### src/rtl/calc_pkg.sv
// Shared definitions for the calculator display path.
//   state_t         : sequencer states of the BCD result formatter
//   channel_t       : which operand is being converted (A, B, then D)
//   bcd10_t         : packed {hundreds[1:0], tens[3:0], ones[3:0]}
//   BCD_DISPLAY_MAX : largest magnitude a 10-bit BCD field can show
package calc_pkg;

  typedef enum logic [2:0] {
    IDLE,
    LOAD,
    SHIFT,
    STORE,
    COMMIT
  } state_t;

  typedef enum logic [1:0] {
    CH_A,
    CH_B,
    CH_D
  } channel_t;

  typedef logic [9:0] bcd10_t;

  localparam int unsigned BCD_DISPLAY_MAX = 399;

endpackage

### src/rtl/bcd_dabble_step.sv
// One iteration of the shift-and-add-3 (double dabble) conversion.
// Every BCD nibble >= 5 gets 3 added, then {bcd, mag} shifts left by one.
//   i_bcd : 12-bit BCD accumulator (three nibbles)
//   i_mag : remaining binary magnitude bits, MSB shifted in next
//   o_bcd : accumulator after adjust and shift
//   o_mag : magnitude after shift (zero filled)
module bcd_dabble_step #(
  parameter int unsigned WIDTH = 12
) (
  input  logic [11:0]      i_bcd,
  input  logic [WIDTH-1:0] i_mag,
  output logic [11:0]      o_bcd,
  output logic [WIDTH-1:0] o_mag
);

  logic [11:0] w_adj;
  logic        w_unused_msb;

  always_comb begin
    w_adj = i_bcd;
    for (int unsigned n = 0; n < 3; n++) begin
      if (i_bcd[n*4 +: 4] >= 4'd5) begin
        w_adj[n*4 +: 4] = i_bcd[n*4 +: 4] + 4'd3;
      end
    end
  end

  // Top bit of the adjusted accumulator falls off the left end of the shift.
  assign w_unused_msb = w_adj[11];
  assign o_bcd        = {w_adj[10:0], i_mag[WIDTH-1]};
  assign o_mag        = {i_mag[WIDTH-2:0], 1'b0};

endmodule

### src/rtl/bcd_result_formatter.sv
// Sequential binary-to-BCD stage feeding the seven-segment driver.
// On start (in IDLE) the three signed operands are snapshotted, converted one
// after another through a single shared dabble step, and all results are
// published together with a one-cycle done pulse.
//   clk, reset         : clock, synchronous active-high reset
//   start              : conversion request, honoured only in IDLE
//   a_bin, b_bin, d_bin: two's-complement operands / result
//   A, B, D            : sign-magnitude BCD {hund[1:0], tens, ones}
//   negativeA/B/D      : sign of the displayed value
//   overflow           : |d_bin| exceeded the displayable range
//   busy, done         : conversion in progress / results just updated
module bcd_result_formatter
  import calc_pkg::*;
#(
  parameter int unsigned WIDTH   = 12,
  parameter int unsigned MAX_MAG = BCD_DISPLAY_MAX
) (
  input  logic             clk,
  input  logic             reset,
  input  logic             start,
  input  logic [WIDTH-1:0] a_bin,
  input  logic [WIDTH-1:0] b_bin,
  input  logic [WIDTH-1:0] d_bin,
  output logic [9:0]       A,
  output logic [9:0]       B,
  output logic [9:0]       D,
  output logic             negativeA,
  output logic             negativeB,
  output logic             negativeD,
  output logic             overflow,
  output logic             busy,
  output logic             done
);

  localparam int unsigned      CNT_W     = $clog2(WIDTH + 1);
  localparam logic [WIDTH-1:0] MAX_MAG_W = WIDTH'(MAX_MAG);
  localparam logic [CNT_W-1:0] LAST_CNT  = CNT_W'(WIDTH - 1);

  state_t           r_state, w_next;
  channel_t         r_ch;
  logic [WIDTH-1:0] r_snap_a, r_snap_b, r_snap_d;
  logic [WIDTH-1:0] r_mag;
  logic             r_sign;
  logic [11:0]      r_bcd;
  logic [CNT_W-1:0] r_cnt;
  bcd10_t           r_stg_a, r_stg_b, r_stg_d;
  logic             r_stg_na, r_stg_nb, r_stg_nd, r_stg_ovf;
  bcd10_t           r_a, r_b, r_d;
  logic             r_na, r_nb, r_nd, r_ovf, r_busy, r_done;

  logic             w_capture, w_load, w_shift, w_store, w_commit;
  logic [WIDTH-1:0] w_src, w_abs;
  logic             w_sign, w_over;
  logic [11:0]      w_step_bcd;
  logic [WIDTH-1:0] w_step_mag;
  logic             w_unused_hi;

  // ---------------- FSM: state register ----------------
  always_ff @(posedge clk) begin
    if (reset) r_state <= IDLE;
    else       r_state <= w_next;
  end

  // ---------------- FSM: next state ----------------
  always_comb begin
    w_next = r_state;
    unique case (r_state)
      IDLE:    if (start) w_next = LOAD;
      LOAD:    w_next = SHIFT;
      SHIFT:   if (r_cnt == LAST_CNT) w_next = STORE;
      STORE:   w_next = (r_ch == CH_D) ? COMMIT : LOAD;
      COMMIT:  w_next = IDLE;
      default: w_next = IDLE;
    endcase
  end

  // ---------------- FSM: datapath strobes ----------------
  always_comb begin
    w_capture = 1'b0;
    w_load    = 1'b0;
    w_shift   = 1'b0;
    w_store   = 1'b0;
    w_commit  = 1'b0;
    unique case (r_state)
      IDLE:    w_capture = start;
      LOAD:    w_load    = 1'b1;
      SHIFT:   w_shift   = 1'b1;
      STORE:   w_store   = 1'b1;
      COMMIT:  w_commit  = 1'b1;
      default: ;
    endcase
  end

  // ---------------- LOAD: sign / magnitude / clamp ----------------
  always_comb begin
    unique case (r_ch)
      CH_A:    w_src = r_snap_a;
      CH_B:    w_src = r_snap_b;
      default: w_src = r_snap_d;
    endcase
    w_sign = w_src[WIDTH-1];
    // Most-negative input wraps to itself, which reads as 2^(WIDTH-1) unsigned.
    w_abs  = w_sign ? (~w_src + {{(WIDTH-1){1'b0}}, 1'b1}) : w_src;
    w_over = (w_abs > MAX_MAG_W);
  end

  bcd_dabble_step #(
    .WIDTH(WIDTH)
  ) u_step (
    .i_bcd(r_bcd),
    .i_mag(r_mag),
    .o_bcd(w_step_bcd),
    .o_mag(w_step_mag)
  );

  // Clamp keeps values <= 399, so the top two accumulator bits stay zero.
  assign w_unused_hi = |r_bcd[11:10];

  // ---------------- Datapath ----------------
  always_ff @(posedge clk) begin
    if (reset) begin
      r_ch      <= CH_A;
      r_snap_a  <= '0;
      r_snap_b  <= '0;
      r_snap_d  <= '0;
      r_mag     <= '0;
      r_sign    <= 1'b0;
      r_bcd     <= '0;
      r_cnt     <= '0;
      r_stg_a   <= '0;
      r_stg_b   <= '0;
      r_stg_d   <= '0;
      r_stg_na  <= 1'b0;
      r_stg_nb  <= 1'b0;
      r_stg_nd  <= 1'b0;
      r_stg_ovf <= 1'b0;
      r_a       <= '0;
      r_b       <= '0;
      r_d       <= '0;
      r_na      <= 1'b0;
      r_nb      <= 1'b0;
      r_nd      <= 1'b0;
      r_ovf     <= 1'b0;
      r_busy    <= 1'b0;
      r_done    <= 1'b0;
    end else begin
      r_done <= w_commit;

      if (w_capture) begin
        r_snap_a <= a_bin;
        r_snap_b <= b_bin;
        r_snap_d <= d_bin;
        r_ch     <= CH_A;
        r_busy   <= 1'b1;
      end

      if (w_load) begin
        r_bcd <= '0;
        r_cnt <= '0;
        if (r_ch == CH_D) begin
          // Out-of-range result shows as +000 with the overflow flag.
          r_stg_ovf <= w_over;
          r_mag     <= w_over ? '0 : w_abs;
          r_sign    <= w_over ? 1'b0 : w_sign;
        end else begin
          r_mag  <= w_over ? MAX_MAG_W : w_abs;
          r_sign <= w_sign;
        end
      end

      if (w_shift) begin
        r_bcd <= w_step_bcd;
        r_mag <= w_step_mag;
        r_cnt <= r_cnt + 1'b1;
      end

      if (w_store) begin
        unique case (r_ch)
          CH_A: begin
            r_stg_a  <= r_bcd[9:0];
            r_stg_na <= r_sign;
            r_ch     <= CH_B;
          end
          CH_B: begin
            r_stg_b  <= r_bcd[9:0];
            r_stg_nb <= r_sign;
            r_ch     <= CH_D;
          end
          default: begin
            r_stg_d  <= r_bcd[9:0];
            r_stg_nd <= r_sign;
          end
        endcase
      end

      if (w_commit) begin
        r_a    <= r_stg_a;
        r_b    <= r_stg_b;
        r_d    <= r_stg_d;
        r_na   <= r_stg_na;
        r_nb   <= r_stg_nb;
        r_nd   <= r_stg_nd;
        r_ovf  <= r_stg_ovf;
        r_busy <= 1'b0;
      end
    end
  end

  assign A         = r_a;
  assign B         = r_b;
  assign D         = r_d;
  assign negativeA = r_na;
  assign negativeB = r_nb;
  assign negativeD = r_nd;
  assign overflow  = r_ovf;
  assign busy      = r_busy;
  assign done      = r_done;

endmodule

### config.mk
export PLATFORM = sky130hd
export DESIGN_NAME = bcd_result_formatter
export DESIGN_NICKNAME = d
export VERILOG_FILES = /design/src/rtl/calc_pkg.sv /design/src/rtl/bcd_dabble_step.sv /design/src/rtl/bcd_result_formatter.sv
export SDC_FILE = /design/constraint.sdc
export NUM_CORES = 1
export LEC_CHECK = 0
export BUFFER_PORTS_ARGS = -buffer_cell sky130_fd_sc_hd__buf_2
export CELL_PAD_IN_SITES_DETAIL_PLACEMENT = 2
export CELL_PAD_IN_SITES_GLOBAL_PLACEMENT = 2
export CORE_MARGIN = 5
export CORE_UTILIZATION = 36
export DETAILED_ROUTE_END_ITERATION = 10
export PLACE_DENSITY = 0.78
export REMOVE_ABC_BUFFERS = 1
export SLEW_MARGIN = 20
export SYNTH_ARGS = -nofsm -noshare
export SYNTH_HDL_FRONTEND = slang
export SYNTH_HIERARCHICAL = 1
export SYNTH_SLANG_ARGS = --single-unit
### constraint.sdc
create_clock -name clk -period 2.58 [get_ports clk]
set_input_delay 0.516 -clock clk [delete_from_list [all_inputs] [get_ports clk]]
set_output_delay 0.516 -clock clk [all_outputs]
set_load 0.1 [all_outputs]
==> impl_results.md <==
- CTS tree: yes
- Drt first-iter violations: about 140
- Vias in the first global route: between 5k and 6k
- Hold Path End: r_snap_a[8]$_SDFFE_PP0P_
- Lkg Pwr: roughly 2.9 nW
- Synth unique cells: 55
- Synth async-reset ratio: 0
- Ant. Diodes: 0
- Drt wl/cell: 18.2 microns
- Die Y-Extent: approximately 140 microns
- Maximum clock rate: a little over 0.4 GHz
- Synth top area cells: dfxtp_1, nand2_1, mux2i_1
- Final min period: around 2.5 ns
- First-pass GRT wire length: ~27,000 microns
- Sinks on the clock net: 140
- Clk pin slew, worst setup/hold paths: about 0.060 ns
- Power, Total: roughly 5.3 mW
- Antenna Violating Nets Remaining: 0
- Routability cong.: 0.819
- Root buffer selected by CTS: clkbuf_16
- WP data required: between 2 and 3 ns
- CP Class: register to register
- Max-cap viol count: 0
- Clock Latency Late Sink: ~0.43 ns
- Ys flop type: dfxtp_1
- Crit. Startpoint: r_ch[0]$_SDFF_PP0_
- Final Instance Area: 7000 sq um
- Arr. time, crit path: roughly 2.7 ns
- Initial core utilization: 0.369
- Flops & latches, synth: 140
- Final Setup Violations: 0
- Largest net degree at the start of global routing: about 50
- CTS Buffer Depth: 2
- Die X: around 140 microns
- Overflow after GRT: 0
- H-tree lvl count: 4
- Number of synthesized flops with an enable pin: 0
- Core area: between 15,000 and 20,000 sq um
- Layout cell share with drive strength beyond 1: 0.222
- R2r setup slk: ~0.12 ns
- Final Skew: roughly 0.0084 ns
- TritonCTS Buffers: 17
- PortBufs: 74
- Total Wirelength: around 17,000 microns
- Hold Startpoint: a_bin[8]
- Final Hold Viols: 0
- Fillers: 1,758
- Worst-path fanout max: 13
- Post-synthesis cell area: 5890 sq um
- Reg area: 2800 sq um
- # IOs: 75
- Warnings from Yosys: 6
- Area growth from synthesis to layout: 18.9%
- Cell taking the most area after synthesis: dfxtp_1
- Cells after synthesis: between 600 and 700
- Antenna violations before repair: 0
- Rows: between 40 and 50
- Worst Hold Depth: 3
- Rel. slew slack: 0.566
- Vias: just under 5k
- Tot GR Track Use: 0.185
- DRC viols: 0
- Status: finished, final reports clean
- Hpwl dp: between 10,000 and 15,000 microns
- Placed Instance Area: approximately 6400 sq um
- Final worst-path cycle share: 0.952
- CP endpoint kind: register
- Cell depth of the worst flop-to-flop path: 8
- Worst setup SP type: register
- Worst r2r src: r_ch[0]$_SDFF_PP0_
- Nets: 740
- Hold-fix buffers, CTS: 0
- VDD IR max: roughly 490 uV
- First-pass detailed-route iteration total: 4
- RR Endpoint: r_mag[8]$_SDFFE_PP0N_
- Via-to-Cell Ratio: 5.22
- Min-delay worst type: input pin to register
- Sequential-to-total area share from yosys stat: 0.476
- Worst-Margin Slew: approximately 0.65 ns
- Synth top area share: 0.476
- Pins over their slew limit: 0
- Power Density: between 700 and 800 nW/um^2
- Die footprint: about 19,000 sq um
- Syn_area_per_cell: 9.25 sq um
- Area of the multi-input gates: roughly 2800 sq um
cell families (layout without fill, tap and decap cells):
kind of cell	Yosys count	after routing	share of synthesized area
adders and majority gates	7	7	0.0149
AOI/OAI and AO/OA	149	149	0.181
other	1	1	0.000637
muxes	47	47	0.0971
xor gates and xnor gates	10	10	0.0149
DFF	140	140	0.476
and+or+nand+nor	222	222	0.165
buffers and inverters	61	131	0.0506
report_power, final:
group | leakage [nW] | switching, mW | internal [mW] | total (mW)
Clock | 0.277 | 1.02 | 1.30 | 2.33
Combinational | 1.44 | 0.407 | 0.225 | 0.632
Sequential | 1.13 | 0.0631 | 2.24 | 2.30
synthesized netlist by cell type, drive strengths merged (7+ instances only):
master / instances
dfxtp: 140
inv: 8
a22oi: 25
mux2i: 38
mux2: 9
nand2: 121
nor2: 56
nor3: 9
a22o: 34
buf: 19
o21ai: 9
nand2b: 10
clkbuf: 34
a21oi: 60
ha: 7
critical path, cell delays in order (launching register included):
cell and delay (ns):
dfxtp_1 0.37, buf_8 0.18, mux2_2 0.38, mux2i_4 0.20, nand4_4 0.19, nor4b_4 0.20, o41a_4 0.49, a21oi_2 0.19
o32ai_2 0.10
stage by stage:
step | setup TNS [ns] | util | hold slack, ns | cells | worst slack (ns)
after CTS | 0 | 0.438 | 0.309 | 923 | 0.0953
after floorplan | -7.72 | - | 0.426 | 584 | -0.211
after detailed placement | 0 | 0.403 | 0.453 | 891 | 0.120
final | 0 | 0.439 | 0.328 | 923 | 0.124
after global placement | 0 | 0.403 | 0.440 | 891 | 0.206
after global routing | -0.0160 | 0.439 | 0.308 | 923 | -0.0126
layout by cell type, fill, tap and decap left out, types with 5 or more instances in the layout:
| cell type | netlist | layout |
|---|---|---|
| mux2i_4 | 6 | 6 |
| nand2b_1 | 10 | 10 |
| buf_2 | 2 | 73 |
| buf_4 | 13 | 16 |
| clkbuf_16 | 0 | 17 |
| xnor2_1 | 6 | 6 |
| nand4_1 | 5 | 5 |
| a21oi_2 | 4 | 5 |
| nor3_1 | 9 | 8 |
| mux2i_1 | 32 | 32 |
| inv_1 | 7 | 7 |
| nor2_1 | 55 | 53 |
| a21oi_1 | 56 | 55 |
| a22o_1 | 34 | 34 |
| a22oi_1 | 25 | 25 |
| dfxtp_1 | 140 | 140 |
| nand2_1 | 121 | 121 |
| ha_1 | 7 | 7 |
| inv_6 | 0 | 5 |
| o21ai_0 | 5 | 5 |
routing by layer:
metal / track usage / up-vias / part of all wire
met3: 0.0464 / 31 / 0.035
met1: 0.194 / 2365 / 0.41
li1: - / 2326 / -
met4: 0.0801 / 0 / 0.028
met5: 0 / - / 0
met2: 0.348 / 96 / 0.53
cell type report:
cell class	count	area share
well taps	216	0.0386
clock buffers	19	0.0647
multi-input cells	436	0.402
flip-flops and latches	140	0.400
repair buffers	91	0.0743
inverters	8	0.00465
clock inverters	13	0.0154
sequential cells by signal (all words and copies together), names as in the netlist, 10 cells and up:
| signal | flops |
|---|---|
| r_mag | 12 |
| r_snap_a | 12 |
| r_snap_b | 12 |
| A | 10 |
| D | 10 |
| r_stg_d | 10 |
| B | 10 |
| r_snap_d | 12 |
| r_stg_b | 10 |
| r_stg_a | 10 |
| r_bcd | 12 |
how the worst max path moves through the flow:
stage | endpoint | slack [ns] | cells past startpoint
5_1_grt | r_mag[7]$_SDFFE_PP0N_ | -0.01 | 8
6_report | r_mag[8]$_SDFFE_PP0N_ | 0.12 | 8
4_1_cts | r_mag[7]$_SDFFE_PP0N_ | 0.1 | 8
3_5_place_dp | r_mag[7]$_SDFFE_PP0N_ | 0.12 | 8
3_3_place_gp | r_mag[7]$_SDFFE_PP0N_ | 0.21 | 8
2_1_floorplan | r_snap_a[0]$_SDFFE_PP0P_ | -0.21 | 4
repair_timing:
action / 4_1_cts / 5_1_grt
setup endpoints to repair: 0 / 5
gates resized for setup: 0 / 5
setup buffers: 0 / 0
(Power assumes the default switching activity.)
